==> src/rtl/uart_tx_ctrl.sv <==
// UART transmit frame sequencer: start, LSB-first data, optional parity, stop.
// TX_OUT, Busy and frame_done are registered from the next-state decode.
//
// state  | meaning
// IDLE   | line high, waiting for Data_Valid
// START  | start bit (low), bit counter cleared
// DATA   | shifting out data bits LSB-first
// PARITY | parity bit from external calculator
// STOP   | stop bit (high), frame_done asserted
module uart_tx_ctrl #(
    parameter int DATA_WIDTH = 8
) (
    input  logic                  CLK,
    input  logic                  RST,
    input  logic [DATA_WIDTH-1:0] P_DATA,
    input  logic                  Data_Valid,
    input  logic                  PAR_EN,
    input  logic                  PAR_TYP,
    input  logic                  par_bit,
    output logic                  par_load,
    output logic                  TX_OUT,
    output logic                  Busy,
    output logic                  frame_done
);

    localparam int CW = $clog2(DATA_WIDTH);
    localparam logic [CW-1:0] LAST_BIT = CW'(DATA_WIDTH - 1);

    localparam logic [2:0] S_IDLE   = 3'd0;
    localparam logic [2:0] S_START  = 3'd1;
    localparam logic [2:0] S_DATA   = 3'd2;
    localparam logic [2:0] S_PARITY = 3'd3;
    localparam logic [2:0] S_STOP   = 3'd4;

    logic [2:0]            r_state;
    logic [DATA_WIDTH-1:0] r_shift;
    logic [CW-1:0]         r_cnt;
    logic                  r_par_en;
    logic                  r_tx;
    logic                  r_busy;
    logic                  r_done;

    logic [2:0]            w_state_nxt;
    logic [DATA_WIDTH-1:0] w_shift_nxt;
    logic [CW-1:0]         w_cnt_nxt;
    logic                  w_par_en_nxt;
    logic                  w_tx_nxt;
    logic                  w_accept;

    // Parity type only matters to the external calculator.
    logic w_unused_par_typ;
    assign w_unused_par_typ = PAR_TYP;

    assign w_accept = Data_Valid & (r_state == S_IDLE);
    assign par_load = w_accept & ~RST;

    always_comb begin
        w_state_nxt  = r_state;
        w_shift_nxt  = r_shift;
        w_cnt_nxt    = r_cnt;
        w_par_en_nxt = r_par_en;
        case (r_state)
            S_IDLE: begin
                if (Data_Valid) begin
                    w_state_nxt  = S_START;
                    w_shift_nxt  = P_DATA;
                    w_par_en_nxt = PAR_EN;
                end
            end
            S_START: begin
                w_state_nxt = S_DATA;
                w_cnt_nxt   = '0;
            end
            S_DATA: begin
                w_shift_nxt = r_shift >> 1;
                w_cnt_nxt   = r_cnt + 1'b1;
                if (r_cnt == LAST_BIT) begin
                    w_state_nxt = r_par_en ? S_PARITY : S_STOP;
                end
            end
            S_PARITY: w_state_nxt = S_STOP;
            S_STOP:   w_state_nxt = S_IDLE;
            default:  w_state_nxt = S_IDLE;
        endcase
    end

    // Line value for the upcoming cycle, so the pin comes straight off a flop.
    always_comb begin
        w_tx_nxt = 1'b1;
        case (w_state_nxt)
            S_START:  w_tx_nxt = 1'b0;
            S_DATA:   w_tx_nxt = w_shift_nxt[0];
            S_PARITY: w_tx_nxt = par_bit;
            default:  w_tx_nxt = 1'b1;
        endcase
    end

    always_ff @(posedge CLK or posedge RST) begin
        if (RST) begin
            r_state  <= S_IDLE;
            r_shift  <= '0;
            r_cnt    <= '0;
            r_par_en <= 1'b0;
            r_tx     <= 1'b1;
            r_busy   <= 1'b0;
            r_done   <= 1'b0;
        end else begin
            r_state  <= w_state_nxt;
            r_shift  <= w_shift_nxt;
            r_cnt    <= w_cnt_nxt;
            r_par_en <= w_par_en_nxt;
            r_tx     <= w_tx_nxt;
            r_busy   <= (w_state_nxt != S_IDLE);
            r_done   <= (w_state_nxt == S_STOP);
        end
    end

    assign TX_OUT     = r_tx;
    assign Busy       = r_busy;
    assign frame_done = r_done;

endmodule

==> config.mk <==
export PLATFORM = sky130hd
export DESIGN_NAME = uart_tx_ctrl
export DESIGN_NICKNAME = d
export VERILOG_FILES = /design/src/rtl/uart_tx_ctrl.sv
export SDC_FILE = /design/constraint.sdc
export NUM_CORES = 1
export LEC_CHECK = 0
export CAP_MARGIN = 20
export CORE_MARGIN = 3
export CORE_UTILIZATION = 49
export CTS_CLUSTER_DIAMETER = 30
export CTS_CLUSTER_SIZE = 40
export DETAILED_ROUTE_END_ITERATION = 16
export PLACE_DENSITY = 0.77
export SETUP_SLACK_MARGIN = 0.3
export SYNTH_ARGS = -nofsm -noshare
export SYNTH_HDL_FRONTEND = slang
export SYNTH_SLANG_ARGS = --single-unit
==> constraint.sdc <==
create_clock -name CLK -period 1.8 [get_ports CLK]
set_input_delay 0.27 -clock CLK [delete_from_list [all_inputs] [get_ports CLK]]
set_output_delay 0.27 -clock CLK [all_outputs]
set_load 0.05 [all_outputs]
# Word-level counts from Yosys, hierarchy flattened

Cells that the tools add are included.

Flip-flop bits (word level): 18
Output and inout port bits: 4
Word-level logic and storage cells: 35

Equal/unequal tests: 9
Add/sub/neg operators: 1
Reductions and logical operators: 6
Multiplexer cells: 8
Bitwise logic cells: 3

Operators by type and width:

| cell                                                 | number |
|---|---|
| one-hot mux 8 bit (2 select lines)                   | 1 |
| equality test 3 x 2 -> 1 bit (second input constant) | 4 |
| one-hot mux 3 bit (4 select lines)                   | 1 |
| 2-to-1 mux 3 bit                                     | 3 |
| 2-to-1 mux 8 bit                                     | 1 |
| equality test 3 x 1 -> 1 bit (second input constant) | 2 |
| equality test 3 bit (second input constant)          | 2 |
| one-hot mux 3 bit (2 select lines)                   | 1 |
| AND reduction 2 bit                                  | 2 |
| nonzero test 2 bit                                   | 2 |
| adder 3 x 1 -> 3 bit (second input constant)         | 1 |
| zero test 3 bit                                      | 1 |
| one-hot mux 1 bit (3 select lines)                   | 1 |
| nonzero test 3 bit                                   | 1 |
| AND 1 bit                                            | 2 |
| != test 2 bit (second input constant)                | 1 |
| NOT 1 bit                                            | 1 |

# Longest topological paths before layout

Depth in word-level cells: 5
Mapped depth: 6
Gate-level depth less buffers: 6

# Worst setup path after synthesis

Ideal clock, no wire load.

Path kind: register -> register
From: register r_cnt[0]
To: register r_busy (netlist: Busy)
Arrival time: 1.442 ns
Setup time: 0.131 ns
Required time: 1.669 ns
Slack: 0.227 ns
Stages on the path, launching flop included: 7
Cell sequence: dfrtp_1 > ha_1 > ha_1 > and3_1 > a21oi_1 > nor3_2 > or3_1

Cells in the longest elaborated chain, start to end: 4

Ends and longest elaborated chain:

| item                               | line | source |
|---|---|---|
| start, declared                    | 37   | `logic [CW-1:0] r_cnt;` |
| start signal, assigned             | 110  | `r_cnt <= w_cnt_nxt;` |
| equality test 3 bit                | 77   | `if (r_cnt == LAST_BIT) begin` |
| 2-to-1 mux 3 bit                   | 77   |  |
| one-hot mux 3 bit (4 select lines) | 62   | `case (r_state)` |
| net w_state_nxt[0]                 | 43   | `logic [2:0] w_state_nxt;` |
| nonzero test 3 bit                 | 113  | `r_busy <= (w_state_nxt != S_IDLE);` |
| end signal, assigned               | 113  |  |
| end, declared                      | 40   | `logic r_busy;` |

The timed path passes the listed nets, and every way through them passes these cells.
A chain may end at the register's enable or synchronous reset.

# Worst setup path in the final report

From: register r_state[0]
To: output par_load

Cells in the longest elaborated chain, start to end: 3

Ends and longest elaborated chain:

| item                   | line | source |
|---|---|---|
| start, declared        | 35   | `logic [2:0] r_state;` |
| start signal, assigned | 108  | `r_state <= w_state_nxt;` |
| zero test 3 bit        | 54   | `assign w_accept = Data_Valid & (r_state == S_IDLE);` |
| AND 1 bit              | 54   |  |
| AND 1 bit              | 55   | `assign par_load = w_accept & ~RST;` |
| end, declared          | 20   | `output logic par_load,` |

Every way passes these cells.

==> impl_metrics.xml <==
<?xml version="1.0" encoding="UTF-8"?>
<metrics>
  <group name="synthesis">
    <metric name="post_synth_instance_area" unit="sq um">900</metric>
    <metric name="share_of_the_synthesized_area_in_the_top_cell_type" unit="%">47.3</metric>
    <metric name="ys.warnings.count" unit="">0</metric>
    <metric name="ranking_of_synthesized_cells_by_area" unit="">sky130_fd_sc_hd__dfrtp_1, sky130_fd_sc_hd__nand2_1, sky130_fd_sc_hd__a32oi_1, sky130_fd_sc_hd__buf_6, sky130_fd_sc_hd__dfstp_2</metric>
    <metric name="yosys_register_bits" unit="">18</metric>
    <metric name="postSynthAreaPerCell" unit="sq um">10.8</metric>
    <metric name="postSynthCellCount" unit="">83</metric>
    <metric name="synth_cell_type_count" unit="">33</metric>
    <metric name="synth_top_flop_cell" unit="">sky130_fd_sc_hd__dfrtp_1</metric>
    <metric name="fraction_of_the_yosys_area_taken_by_sequential_cells" unit="%">50.2</metric>
    <metric name="synth_enable_flop_cells" unit="">0</metric>
    <metric name="synthTopCellsByCount" unit="">sky130_fd_sc_hd__nand2_1, sky130_fd_sc_hd__dfrtp_1, sky130_fd_sc_hd__a32oi_1, sky130_fd_sc_hd__o21ai_0, sky130_fd_sc_hd__buf_6</metric>
    <metric name="synthMostInstantiatedCell" unit="">sky130_fd_sc_hd__nand2_1</metric>
    <metric name="netlist.top_cell.by_area" unit="">sky130_fd_sc_hd__dfrtp_1</metric>
    <metric name="asyncSetResetFlopFracSynth" unit="%">100</metric>
    <metric name="syn_nets" unit="">99</metric>
  </group>
  <group name="place">
    <metric name="place.gp.congestion" unit="">0.770</metric>
    <metric name="placedInstanceArea" unit="sq um">1090</metric>
    <metric name="portBuffers" unit="">16</metric>
    <metric name="dp_hpwl" unit="um">1270</metric>
    <metric name="numPlacedInstances" unit="">122</metric>
  </group>
  <group name="clocking">
    <metric name="cts_inserted_buffers" unit="">3</metric>
    <metric name="cts.clk_slew.worst_paths" unit="ns">0.11</metric>
    <metric name="clk_root_buffer_cell" unit="">sky130_fd_sc_hd__clkbuf_4</metric>
    <metric name="htree_num_levels" unit="">1</metric>
    <metric name="cts_hold_buffers" unit="">0</metric>
    <metric name="clock_path_buffers" unit="">2</metric>
    <metric name="clock_insertion_delay_at_the_later_pin_of_the_skew_report" unit="ns">0.30</metric>
    <metric name="cts_tree" unit="">done</metric>
    <metric name="clkSinkCount" unit="">18</metric>
  </group>
  <group name="global_route">
    <metric name="grt_antenna_before_repair" unit="">0</metric>
    <metric name="globalRoute.totalOverflow" unit="">0</metric>
    <metric name="grt_start_max_net_pins" unit="">19</metric>
    <metric name="number_of_global_route_vias_before_repair" unit="">746</metric>
    <metric name="gr-usage-all-layers" unit="%">17.2</metric>
    <metric name="global_route_wire_length_before_repair" unit="um">3180</metric>
  </group>
  <group name="floorplan">
    <metric name="fp.dieArea" unit="sq um">2390</metric>
    <metric name="die_height" unit="um">48.8</metric>
    <metric name="placement_rows" unit="">14</metric>
    <metric name="floorplan.die.width" unit="um">48.8</metric>
    <metric name="floorplan.initialDensity" unit="%">55.8</metric>
    <metric name="core_area" unit="sq um">1610</metric>
    <metric name="ios" unit="">18</metric>
  </group>
  <group name="final_layout">
    <metric name="seqCellArea" unit="sq um">455</metric>
    <metric name="multi_input_comb_area" unit="sq um">454</metric>
    <metric name="final-instance-count-excl-fill" unit="">133</metric>
    <metric name="synthToLayoutAreaGrowth" unit="%">36.0</metric>
    <metric name="final_layout_size_suffix_gt1_share" unit="%">33.0</metric>
    <metric name="finish.net_count" unit="">126</metric>
    <metric name="fill_cells" unit="">115</metric>
    <metric name="antenna_cells" unit="">0</metric>
    <metric name="layout.cell_area.non_filler" unit="sq um">1220</metric>
  </group>
  <group name="timing">
    <metric name="hold-worst-slack" unit="ns">0.332</metric>
    <metric name="timing.final.crit_period" unit="ns">1.61</metric>
    <metric name="grt_setup_unrepaired" unit="">yes</metric>
    <metric name="fin_tns_setup" unit="ns">0</metric>
    <metric name="final.setup_skew" unit="ns">0.0141</metric>
    <metric name="fmaxAchievable" unit="MHz">622</metric>
    <metric name="setup_viol" unit="">0</metric>
    <metric name="fin_crit_sh" unit="%">89.3</metric>
    <metric name="tightest_slew" unit="ns">0.485</metric>
    <metric name="slew-limit-headroom" unit="%">67.8</metric>
    <metric name="hold_viol_final" unit="">0</metric>
    <metric name="final-max-slew-violation-count" unit="">0</metric>
  </group>
  <group name="detailed_routing">
    <metric name="wl_per_cell" unit="um">14.3</metric>
    <metric name="drc_markers" unit="">0</metric>
    <metric name="vias_per_cell" unit="">5.29</metric>
    <metric name="detailroute.via_count" unit="">703</metric>
    <metric name="final_antenna_net_count" unit="">0</metric>
    <metric name="first_pass_detailed_route_iteration_total" unit="">4</metric>
    <metric name="drt_iter0_drc" unit="">11</metric>
    <metric name="totalWireLength" unit="um">1910</metric>
  </group>
  <group name="worst_setup_path">
    <metric name="worstPathCellList" unit="">nor3_4, and3_4, buf_12</metric>
    <metric name="cell_family_with_the_largest_share_of_critical_path_delay" unit="">flip-flops</metric>
    <metric name="timing.critical_path.from_type" unit="">register</metric>
    <metric name="endpoint_kind" unit="">output pin</metric>
    <metric name="r2r_slack" unit="ns">0.24</metric>
    <metric name="slowest_delay" unit="ns">0.47</metric>
    <metric name="crit_required" unit="ns">1.53</metric>
    <metric name="critPathArrivalTime" unit="ns">1.34</metric>
    <metric name="timing.critical_path.fanout_max" unit="">6</metric>
    <metric name="category_of_the_most_critical_setup_path" unit="">reg2out</metric>
    <metric name="cp_num_buf_inv" unit="">1</metric>
    <metric name="cp_slowest_cell" unit="">sky130_fd_sc_hd__dfrtp_2</metric>
  </group>
  <group name="status">
    <metric name="outcome" unit="">finished clean</metric>
  </group>
  <group name="power">
    <metric name="power_density" unit="nW/um^2">1630</metric>
    <metric name="ir_worst_vdd" unit="mV">1.11</metric>
    <metric name="leakagePower" unit="nW">0.544</metric>
  </group>
  <group name="min_path">
    <metric name="timing.hold.worst.class" unit="">in2async</metric>
  </group>
  <group name="run">
    <metric name="timing.max_cap.violations" unit="">0</metric>
  </group>
</metrics>
-- kinds of logic after synthesis --
kind of cell	after synthesis	share of synthesized area, %
AOI/OAI and AO/OA	21	18.1
adders and majority gates	2	2.78
buffers and inverters	6	5.42
DFF	18	50.2
muxes	3	3.89
and+or+nand+nor	33	19.6
-- what timing repair did --
| item | CTS | global route |
|---|---|---|
| endpoints found under the setup margin | 10 | 3 |
| pin swaps | 1 | 2 |
| buffers inserted | 5 | 2 |
| resized for setup | 6 | 6 |
-- final timing paths --
check                            from  depth (start not counted)          to
min in group CLK              par_bit                          2      TX_OUT
min                               RST                          3    r_cnt[2]
min reg2reg                r_shift[4]                          2  r_shift[4]
max reg2reg                  r_cnt[1]                          6        Busy
max                        r_state[0]                          3    par_load
max in group asynchronous         RST                          3      TX_OUT
-- cell type report --
type,count,area share [%]
repair buffers,26,19.6
flip-flops and latches,18,37.2
multi-input cells,59,37.1
clock buffers,4,2.97
inverters,2,0.613
well taps,24,2.45
-- worst register-to-register path, stage by stage, from the launching register on --
cell and delay, ns:
sky130_fd_sc_hd__dfrtp_1 0.40, sky130_fd_sc_hd__ha_2 0.20, sky130_fd_sc_hd__ha_4 0.16, sky130_fd_sc_hd__and3_4 0.16, sky130_fd_sc_hd__a21oi_2 0.16, sky130_fd_sc_hd__nor3_2 0.07
sky130_fd_sc_hd__or3_1 0.30
-- power breakdown --
| group | leakage (nW) | switching [W] | total (W) | internal, W |
|---|---|---|---|---|
| Sequential | 0.221 | 0.000132 | 0.000725 | 0.000593 |
| Combinational | 0.302 | 0.000549 | 0.00102 | 0.000468 |
| Clock | 0.0210 | 0.000129 | 0.000253 | 0.000123 |
| Total | 0.544 | 0.000810 | 0.00199 | 0.00118 |
-- cells in the final DEF, fill, tap and decap left out, drive strengths merged --
cell           synthesis  final
ha                     2      2
dfstp                  1      1
a22oi                  2      2
dfrtp                 17     17
nor3                   3      3
nand2                 18     18
a221oi                 1      1
a32oi                  6      6
inv                    2      2
clkdlybuf4s50          0     12
or3                    1      1
mux2i                  2      2
a21oi                  1      1
o21a                   3      3
nor2b                  2      2
nor2                   3      3
dlygate4sd2            0      2
nor4                   1      1
or2b                   1      1
o2bb2ai                1      1
clkbuf                 0      4
mux2                   1      1
nand2b                 1      1
o21ai                  5      5
buf                    4     12
a21o                   1      1
o21ba                  1      1
and2                   1      1
and3                   2      2
-- routing by layer --
metal | part of all wire (%) | track usage, % | wire (um)
met2 | 49 | 29.6 | 929
met1 | 44 | 20.2 | 832
met4 | 3.9 | 9.95 | 75
met5 | 0 | 0 | 0
met3 | 3.7 | 2.75 | 71
-- through the flow --
stage | setup slack (ns) | power, W | utilization, %
6_report | 0.193 | 0.00199 | 75.9
5_1_grt | 0.124 | 0.00215 | 75.9
4_1_cts | 0.0940 | 0.00192 | 72.8
3_5_place_dp | 0.186 | 0.00160 | 67.8
3_3_place_gp | 0.202 | 0.00157 | 67.8
2_1_floorplan | 0.307 | 0.00141 | -
-- flip-flops by register name, indices dropped and copies added (netlist names) --
name / cells
Busy: 1
r_shift: 8
r_state: 3
r_cnt: 3
TX_OUT: 1
frame_done: 1
r_par_en: 1
(Power assumes the default switching activity.)
